<file path="config.mk">
export PLATFORM = sky130hd
export DESIGN_NAME = store_buffer
export DESIGN_NICKNAME = d
export VERILOG_FILES = /design/src/rtl/store_buffer.sv
export SDC_FILE = /design/constraint.sdc
export NUM_CORES = 2
export LEC_CHECK = 0
export ABC_AREA = 1
export CAP_MARGIN = 40
export CORE_MARGIN = 5
export CORE_UTILIZATION = 43
export CTS_BUF_LIST = sky130_fd_sc_hd__clkbuf_4
export DETAILED_ROUTE_END_ITERATION = 8
export GPL_ROUTABILITY_DRIVEN = 0
export GPL_TIMING_DRIVEN = 1
export HOLD_SLACK_MARGIN = 0.02
export SKIP_CTS_REPAIR_TIMING = 1
export SYNTH_ARGS = -nofsm -noshare
export SYNTH_HDL_FRONTEND = slang
export SYNTH_SLANG_ARGS = --single-unit
</file>
<file path="constraint.sdc">
create_clock -name clk -period 6.3 [get_ports clk]
set_input_delay 1.26 -clock clk [delete_from_list [all_inputs] [get_ports clk]]
set_output_delay 1.26 -clock clk [all_outputs]
set_load 0.01 [all_outputs]
</file>
<file path="src/rtl/store_buffer.sv">
// Posted-write store buffer between EX/MEM and data memory; owns the shared memory port.
// Optional STORE_BUFFER_FWD_EN: forward exact-match loads; without it any overlap stalls.
module store_buffer #(
    parameter int unsigned DEPTH  = 4,
    parameter int unsigned ADDR_W = 64,
    parameter int unsigned DATA_W = 64
) (
    input  logic                    clk,
    input  logic                    reset,
    input  logic                    st_valid,
    input  logic [ADDR_W-1:0]       st_addr,
    input  logic [DATA_W-1:0]       st_data,
    input  logic [2:0]              st_funct3,
    output logic                    st_ready,
    input  logic                    ld_valid,
    input  logic [ADDR_W-1:0]       ld_addr,
    input  logic [2:0]              ld_funct3,
    output logic                    ld_hit,
    output logic [DATA_W-1:0]       ld_hit_data,
    output logic                    ld_stall,
    output logic [ADDR_W-1:0]       mem_addr,
    output logic [DATA_W-1:0]       mem_wdata,
    output logic                    mem_write,
    output logic                    mem_read,
    output logic [2:0]              mem_funct3,
    output logic                    empty,
    output logic [$clog2(DEPTH):0]  count
);

    localparam int unsigned PTR_W  = $clog2(DEPTH);
    localparam int unsigned CNT_W  = PTR_W + 1;
    localparam int unsigned SPAN_W = ADDR_W + 1;
    localparam logic [2:0]  F3_W   = 3'b010;
    localparam logic [2:0]  F3_D   = 3'b011;

    typedef struct packed {
        logic [ADDR_W-1:0] addr;
        logic [DATA_W-1:0] data;
        logic [2:0]        funct3;
    } entry_t;

    entry_t             buf_q [DEPTH];
    logic [PTR_W-1:0]   head_q, tail_q;
    logic [CNT_W-1:0]   count_q;
    logic               enq, drain, ld_ok, ovl_any;
`ifdef STORE_BUFFER_FWD_EN
    entry_t             newest;
    logic               exact;
`endif

    // Exclusive end of a byte span, one bit wider so the top of memory never wraps.
    function automatic logic [SPAN_W-1:0] span_end(input logic [ADDR_W-1:0] a, input logic [2:0] f3);
        return {1'b0, a} + ((f3 == F3_D) ? SPAN_W'(8) : SPAN_W'(4));
    endfunction

    function automatic logic overlaps(input logic [ADDR_W-1:0] ea, input logic [2:0] ef3,
                                      input logic [ADDR_W-1:0] la, input logic [2:0] lf3);
        return ({1'b0, la} < span_end(ea, ef3)) && ({1'b0, ea} < span_end(la, lf3));
    endfunction

    assign st_ready = (count_q != CNT_W'(DEPTH));
    assign empty    = (count_q == '0);
    assign count    = count_q;
    assign ld_ok    = ld_valid && ((ld_funct3 == F3_W) || (ld_funct3 == F3_D));
    assign drain    = !ld_valid && !empty;
    // Unsupported store sizes are accepted but never enter the buffer.
    assign enq      = st_valid && st_ready && ((st_funct3 == F3_W) || (st_funct3 == F3_D));

    always_ff @(posedge clk or posedge reset) begin
        if (reset) begin
            head_q  <= '0;
            tail_q  <= '0;
            count_q <= '0;
        end else begin
            if (enq)   tail_q <= tail_q + PTR_W'(1);
            if (drain) head_q <= head_q + PTR_W'(1);
            count_q <= count_q + CNT_W'(enq) - CNT_W'(drain);
        end
    end

    always_ff @(posedge clk) begin
        if (enq) buf_q[tail_q] <= '{addr: st_addr, data: st_data, funct3: st_funct3};
    end

    // Scan oldest to newest so the last overlapping entry is the newest one.
    always_comb begin
        ovl_any = 1'b0;
`ifdef STORE_BUFFER_FWD_EN
        newest  = '0;
`endif
        for (int i = 0; i < int'(DEPTH); i++) begin
            if ((CNT_W'(i) < count_q) &&
                overlaps(buf_q[head_q + PTR_W'(i)].addr, buf_q[head_q + PTR_W'(i)].funct3,
                         ld_addr, ld_funct3)) begin
                ovl_any = 1'b1;
`ifdef STORE_BUFFER_FWD_EN
                newest  = buf_q[head_q + PTR_W'(i)];
`endif
            end
        end
    end

`ifdef STORE_BUFFER_FWD_EN
    assign exact = ovl_any && (newest.addr == ld_addr) && (newest.funct3 == ld_funct3);
`endif

    // Load resolution and memory port arbitration; a load always owns the port.
    always_comb begin
        ld_hit      = 1'b0;
        ld_hit_data = '0;
        ld_stall    = 1'b0;
        mem_read    = 1'b0;
        mem_write   = 1'b0;
        mem_addr    = '0;
        mem_wdata   = '0;
        mem_funct3  = '0;
        if (ld_ok) begin
            if (st_valid) begin
                ld_stall = 1'b1;
            end else if (!ovl_any) begin
                mem_read = 1'b1;
`ifdef STORE_BUFFER_FWD_EN
            end else if (exact) begin
                ld_hit      = 1'b1;
                ld_hit_data = (ld_funct3 == F3_D) ? newest.data : DATA_W'(newest.data[31:0]);
`endif
            end else begin
                ld_stall = 1'b1;
            end
        end
        if (ld_valid) begin
            mem_addr   = ld_addr;
            mem_funct3 = ld_funct3;
        end else if (drain) begin
            mem_addr   = buf_q[head_q].addr;
            mem_wdata  = buf_q[head_q].data;
            mem_funct3 = buf_q[head_q].funct3;
            mem_write  = 1'b1;
        end
    end

endmodule

</file>
======== Yosys cells after proc, flatten, opt, wreduce, memory -nomap -nowiden ========
Memory sizes are Yosys's and may differ from the RTL's.
Cells that the tools add are included.
word-level totals
  register bits after elaboration ......... 7
  memory bits (writable) .................. 524
  bits of input ports ..................... 202
  output and inout port bits .............. 204
  memories ................................ 1
operators by class
  add/subtract/negate cells ............... 11
  magnitude comparators ................... 12
  equal/unequal tests ..................... 9
  mux-type cells .......................... 25
  reduce and logical (&&, ||, !) cells .... 17
memories
  memory  words  width  read ports  clocked after memory_dff  write ports  line  RTL
  buf_q   4      131    4           0                         1            42    entry_t buf_q [DEPTH];
operators by type and width
  operator                                             count
  < comparator 64 x 65 -> 1 bit                        8
  adder 64 x 4 -> 65 bit                               5
  2-to-1 mux 64 bit                                    4
  equality test 3 x 2 -> 1 bit, second input constant  8
  2-to-1 mux 4 bit                                     5
  2-to-1 mux 1 bit                                     14
  logical AND 1 bit                                    12
  < comparator 1 x 3 -> 1 bit, first input constant    2
  < comparator 2 x 3 -> 1 bit, first input constant    2
  2-to-1 mux 3 bit                                     2
  adder 2 x 1 -> 2 bit, second input constant          2
  adder 2 bit, second input constant                   2
  adder 3 x 1 -> 3 bit                                 1
  logical NOT 3 bit                                    1
  != test 3 bit, second input constant                 1
  subtractor 3 x 1 -> 3 bit                            1
  logical NOT 1 bit                                    2
  logical OR 1 bit                                     2

======== Logic depth before layout (Yosys ltp) ========
An unclocked memory read counts as a cell.
  word-level depth ........................ 14
  depth in mapped cells ................... 45
  depth with buffers taken out ............ 41

======== Worst setup path before layout ========
OpenSTA, ideal clock, no wires.
  kind .................................... input to register
  start point ............................. in st_valid
  end point ............................... mem buf_q[0][0] (netlist name), enable pin
  library setup time ...................... 0.624 ns
  arrival time ............................ 7.093 ns
  data required time ...................... 5.676 ns
  path slack .............................. -1.417 ns
  stages on the path ...................... 4
  cell sequence ........................... inv_1 nor2_1 nand3_1 nor2_1
between the ends
  longest elaborated chain between the ends .. 4
RTL lines
  item                                    line  RTL
  from (decl)                             10    input logic st_valid,
  logical AND 1 bit (2 in a row)          67    assign enq = st_valid && st_ready && ((st_funct3 == F3_W) || (st_funct3 == F3_D));
  2-to-1 mux 1 bit                        82    if (enq) buf_q[tail_q] <= '{addr: st_addr, data: st_data, funct3: st_funct3};
  2-to-1 mux 1 bit (implied by the code)  82
  to (decl)                               42
No other way between the ends.

======== Worst setup path in the final report ========
  start point ............................. reg head_q[0]
  end point ............................... out ld_stall
between the ends
  longest elaborated chain between the ends .. 14
  elaborated cells on any way between the ends .. 39
  those cells by class .................... add/sub (7); order compare (8); eq/ne (4); mux (11); reduce/logical (8); memory (1)
RTL lines
  item                                                                     line    RTL
  from (decl)                                                              43      logic [PTR_W-1:0] head_q, tail_q;
  from (signal assigned)                                                   76      if (drain) head_q <= head_q + PTR_W'(1);
  adder 2 x 1 -> 2 bit or memory read (4 x 131 bit) (tied branches)        -
  memory read (4 x 131 bit) *                                              -
  equality test 3 x 2 -> 1 bit or 2-to-1 mux 4 bit (tied branches)         53      return {1'b0, a} + ((f3 == F3_D) ? SPAN_W'(8) : SPAN_W'(4));
  2-to-1 mux 4 bit or adder 64 x 4 -> 65 bit (tied branches)               53
  adder 64 x 4 -> 65 bit or < comparator 64 x 65 -> 1 bit (tied branches)  53, 58
  < comparator 64 x 65 -> 1 bit or logical AND 1 bit (tied branches)       58      return ({1'b0, la} < span_end(ea, ef3)) && ({1'b0, ea} < span_end(la, lf3));
  logical AND 1 bit (on tied branches)                                     58, 92
  logical AND 1 bit or 2-to-1 mux 1 bit (tied branches)                    92      if ((CNT_W'(i) < count_q) &&
  2-to-1 mux 1 bit (2 in a row)                                            92
  2-to-1 mux 1 bit *                                                       92
  2-to-1 mux 1 bit *                                                       120     end else if (!ovl_any) begin
  2-to-1 mux 1 bit *                                                       118     if (st_valid) begin
  2-to-1 mux 1 bit *                                                       117     if (ld_ok) begin
  to (decl)                                                                20      output logic ld_stall,
Mark *: on every way between the ends. The rest lies on a longest branch, timed or not.

==> impl_metrics.toml <==
[detailed_routing]
drt-total-wl_mm = 176
first_pass_iters = 8
vias = 47100
drt_iter0_markers = 4387
antenna_left = 0
viasPerCell = 5.21
wl_per_cell_um = 19.5
drc = 0

[synthesis]
netlist_area_sq_mm = 0.0466
synthAdderAreaFrac_pct = 14.3
synthArstFlopShare_pct = 1.32
yosys.area.top_type = "edfxtp_1"
synth-seq-cells = 531
syn_area_per_cell_sq_um = 7.80
synth_edf_count = 524
netlist_instances = 5978
yosys.area_share.simple_pct = 25.4
synth_top_area_share_pct = 33.7
synth_mux_area_share_pct = 0.223
synth-xor-area-share_pct = 5.39
ys_types = 67
synth_top_family_by_area = "simple AND/OR/NAND/NOR gates"
synthTopCellsByArea = "edfxtp_1 34%, ha_1 14%, nand2_1 12%, inv_1 6.2%, xor2_1 5.1%"
yosys_warnings = 0
synth_compound_area_share_pct = 10.8
synth_flop_cell = "edfxtp_1"
ys_seq_area_share_pct = 34.1

[layout]
nNetsFinal = 8256
layout.cells.most_common = "nand2_1"
final_cell_mix = "1,459 x nand2_1, 1,237 x buf_4, 756 x inv_1"
multi_input_area_sq_mm = 0.0269
fill_cells = 9823
area_growth_pct = 33.9
seq_area_sq_mm = 0.0159
drive_above_1_share_pct = 23.1
fin_cells = 9039

[placed_design]
dp_hpwl_mm = 142
port_buffers = 340
pre_cts_ws_ps = -1420
dp.cells = 8792

[sta]
fin_skew_ps = 77.7
layout_setup_ws_ps = -1210
slew_headroom_pct = 43.1
final_hold_viol_count = 0
setup_violations = 2
drv_slew = 0
timing.final.crit_share_pct = 119
tns_ps = -2420
whs_ps = 608
worstMarginPinSlew_ps = 853
period_needed_ps = 7510
grt_setup_unrepaired = "true"
fmax_mhz = 133

[floorplan]
die_h_um = 339
fp.dieW_um = 339
core-area_sq_mm = 0.107
ios = 406
rows = 120
die-area_sq_mm = 0.115
initial_utilization_pct = 43.4

[global_route]
grt_pass1_vias = 44400
gr-usage-all-layers_pct = 29.1
grtUsageMet2_pct = 44.0
antenna_found_initial = 26
grt_use_met1_pct = 41.4
grt_use_met3_pct = 7.33
grt_pass1_wl_mm = 257
grt_busiest_layer = "met2"
grt_max_degree = 255
grt-ovfl-total = 0

[setup_path]
crit_buf_inv = 8
critPathTopFamily = "simple AND/OR/NAND/NOR gates"
worstPathMaxFanout = 14
cpMostUsedCell = "nand2_2"
critPathSlowestCell = "dfrtp_4"
crit_path_end_kind = "primary output"
critical-path-max-stage-delay_ps = 550
arrival_ps = 6250
cp-start-kind = "register"
cp.required_ps = 5040
worst-setup-path-type = "register to primary output"

[clock_tree]
cts_max_path_buffers = 3
clkLatencyLatePin_ps = 920
cts_tree = "built"
cts_root_buffer = "clkbuf_4"
ctsHtreeMaxLevel = 3
cts_sinks = 531
cts.reportedPaths.clkPinSlew_ps = 70
cts_buffers = 115

[worst_hold_path]
min_path_type = "register to register"

[power_and_ir_drop]
power.density_mw_per_mm2 = 501
total_power_w = 0.0313
ir_drop_v = 0.000340
p_leak_nw = 29.2

[run_status]
violations = "negative setup slack"
status = "complete, but fails checks"

[run]
drv_cap = 0
[final cells by class]
| type | instances | area share (%) |
|---|---|---|
| Inverter | 797 | 4.81 |
| Clock inverter | 41 | 0.395 |
| Sequential cell | 531 | 25.5 |
| Antenna cell | 19 | 0.0762 |
| Timing Repair Buffer | 1611 | 21.3 |
| Clock buffer | 167 | 2.01 |
| Multi-Input combinational cell | 4470 | 43.1 |
| Tap cell | 1403 | 2.81 |
[synth_stat cells, drive strengths merged, types with 11 or more instances]
master	instances
o22ai	47
a211oi	12
o21ai	352
nand2	1516
buf	176
a31oi	69
nor4	45
xnor2	13
nand3	385
o211ai	11
nor2	528
or2	12
clkbuf	68
o21a	45
a22oi	64
a21oi	249
ha	522
nand4	94
edfxtp	524
nor3	101
xor2	274
inv	796
[report_power, final]
group,total [W],internal (W),switching (W)
registers,0.00419,0.00410,0.0000863
clock network,0.00263,0.00134,0.00129
logic,0.0245,0.0102,0.0143
total,0.0313,0.0157,0.0156
[registers in the layout, summed over array words and instances (netlist names)]
signal / flops
tail_q: 2
count: 3
head_q: 2
buf_q: 524
[routing by layer]
metal	wire length, um	share of wire [%]
met4	4810	2.7
met3	19000	11
met2	74800	42
met5	113	0.064
met1	77600	44
[final timing paths]
kind / from / endpoint / slack (ps) / cells after the start
setup / recovery: head_q[0] / ld_stall / -1210 / 38
hold / removal: tail_q[1] / tail_q[1] / 610 / 2
setup reg to reg: count[0] / buf_q[0][54] / 3400 / 5
hold reg to reg: tail_q[1] / tail_q[1] / 610 / 2
max in group asynchronous: reset / count[1] / 5250 / 2
min in group asynchronous: reset / head_q[1] / 650 / 2
[cells by family after synthesis]
logic type,Yosys count
mux,10
flops,531
xor+xnor,287
compound gates,870
simple gates,2710
fa+ha+maj,528
buf+inv,1041
other cells,1
[tightest hold or removal path, stage by stage (launching register included)]
cell,delay (ps)
dfrtp_1,410
inv_1,100
a21oi_1,60
[stage by stage]
step | utilization (%) | cell area, sq um
detailed placement | 56.1 | 60200
finish | 58.2 | 62400
floorplan | - | 46900
global route | 58.1 | 62400
CTS | 57.5 | 61700
global placement | 56.0 | 60200
Note: power is estimated with default switching activity, not from simulation.
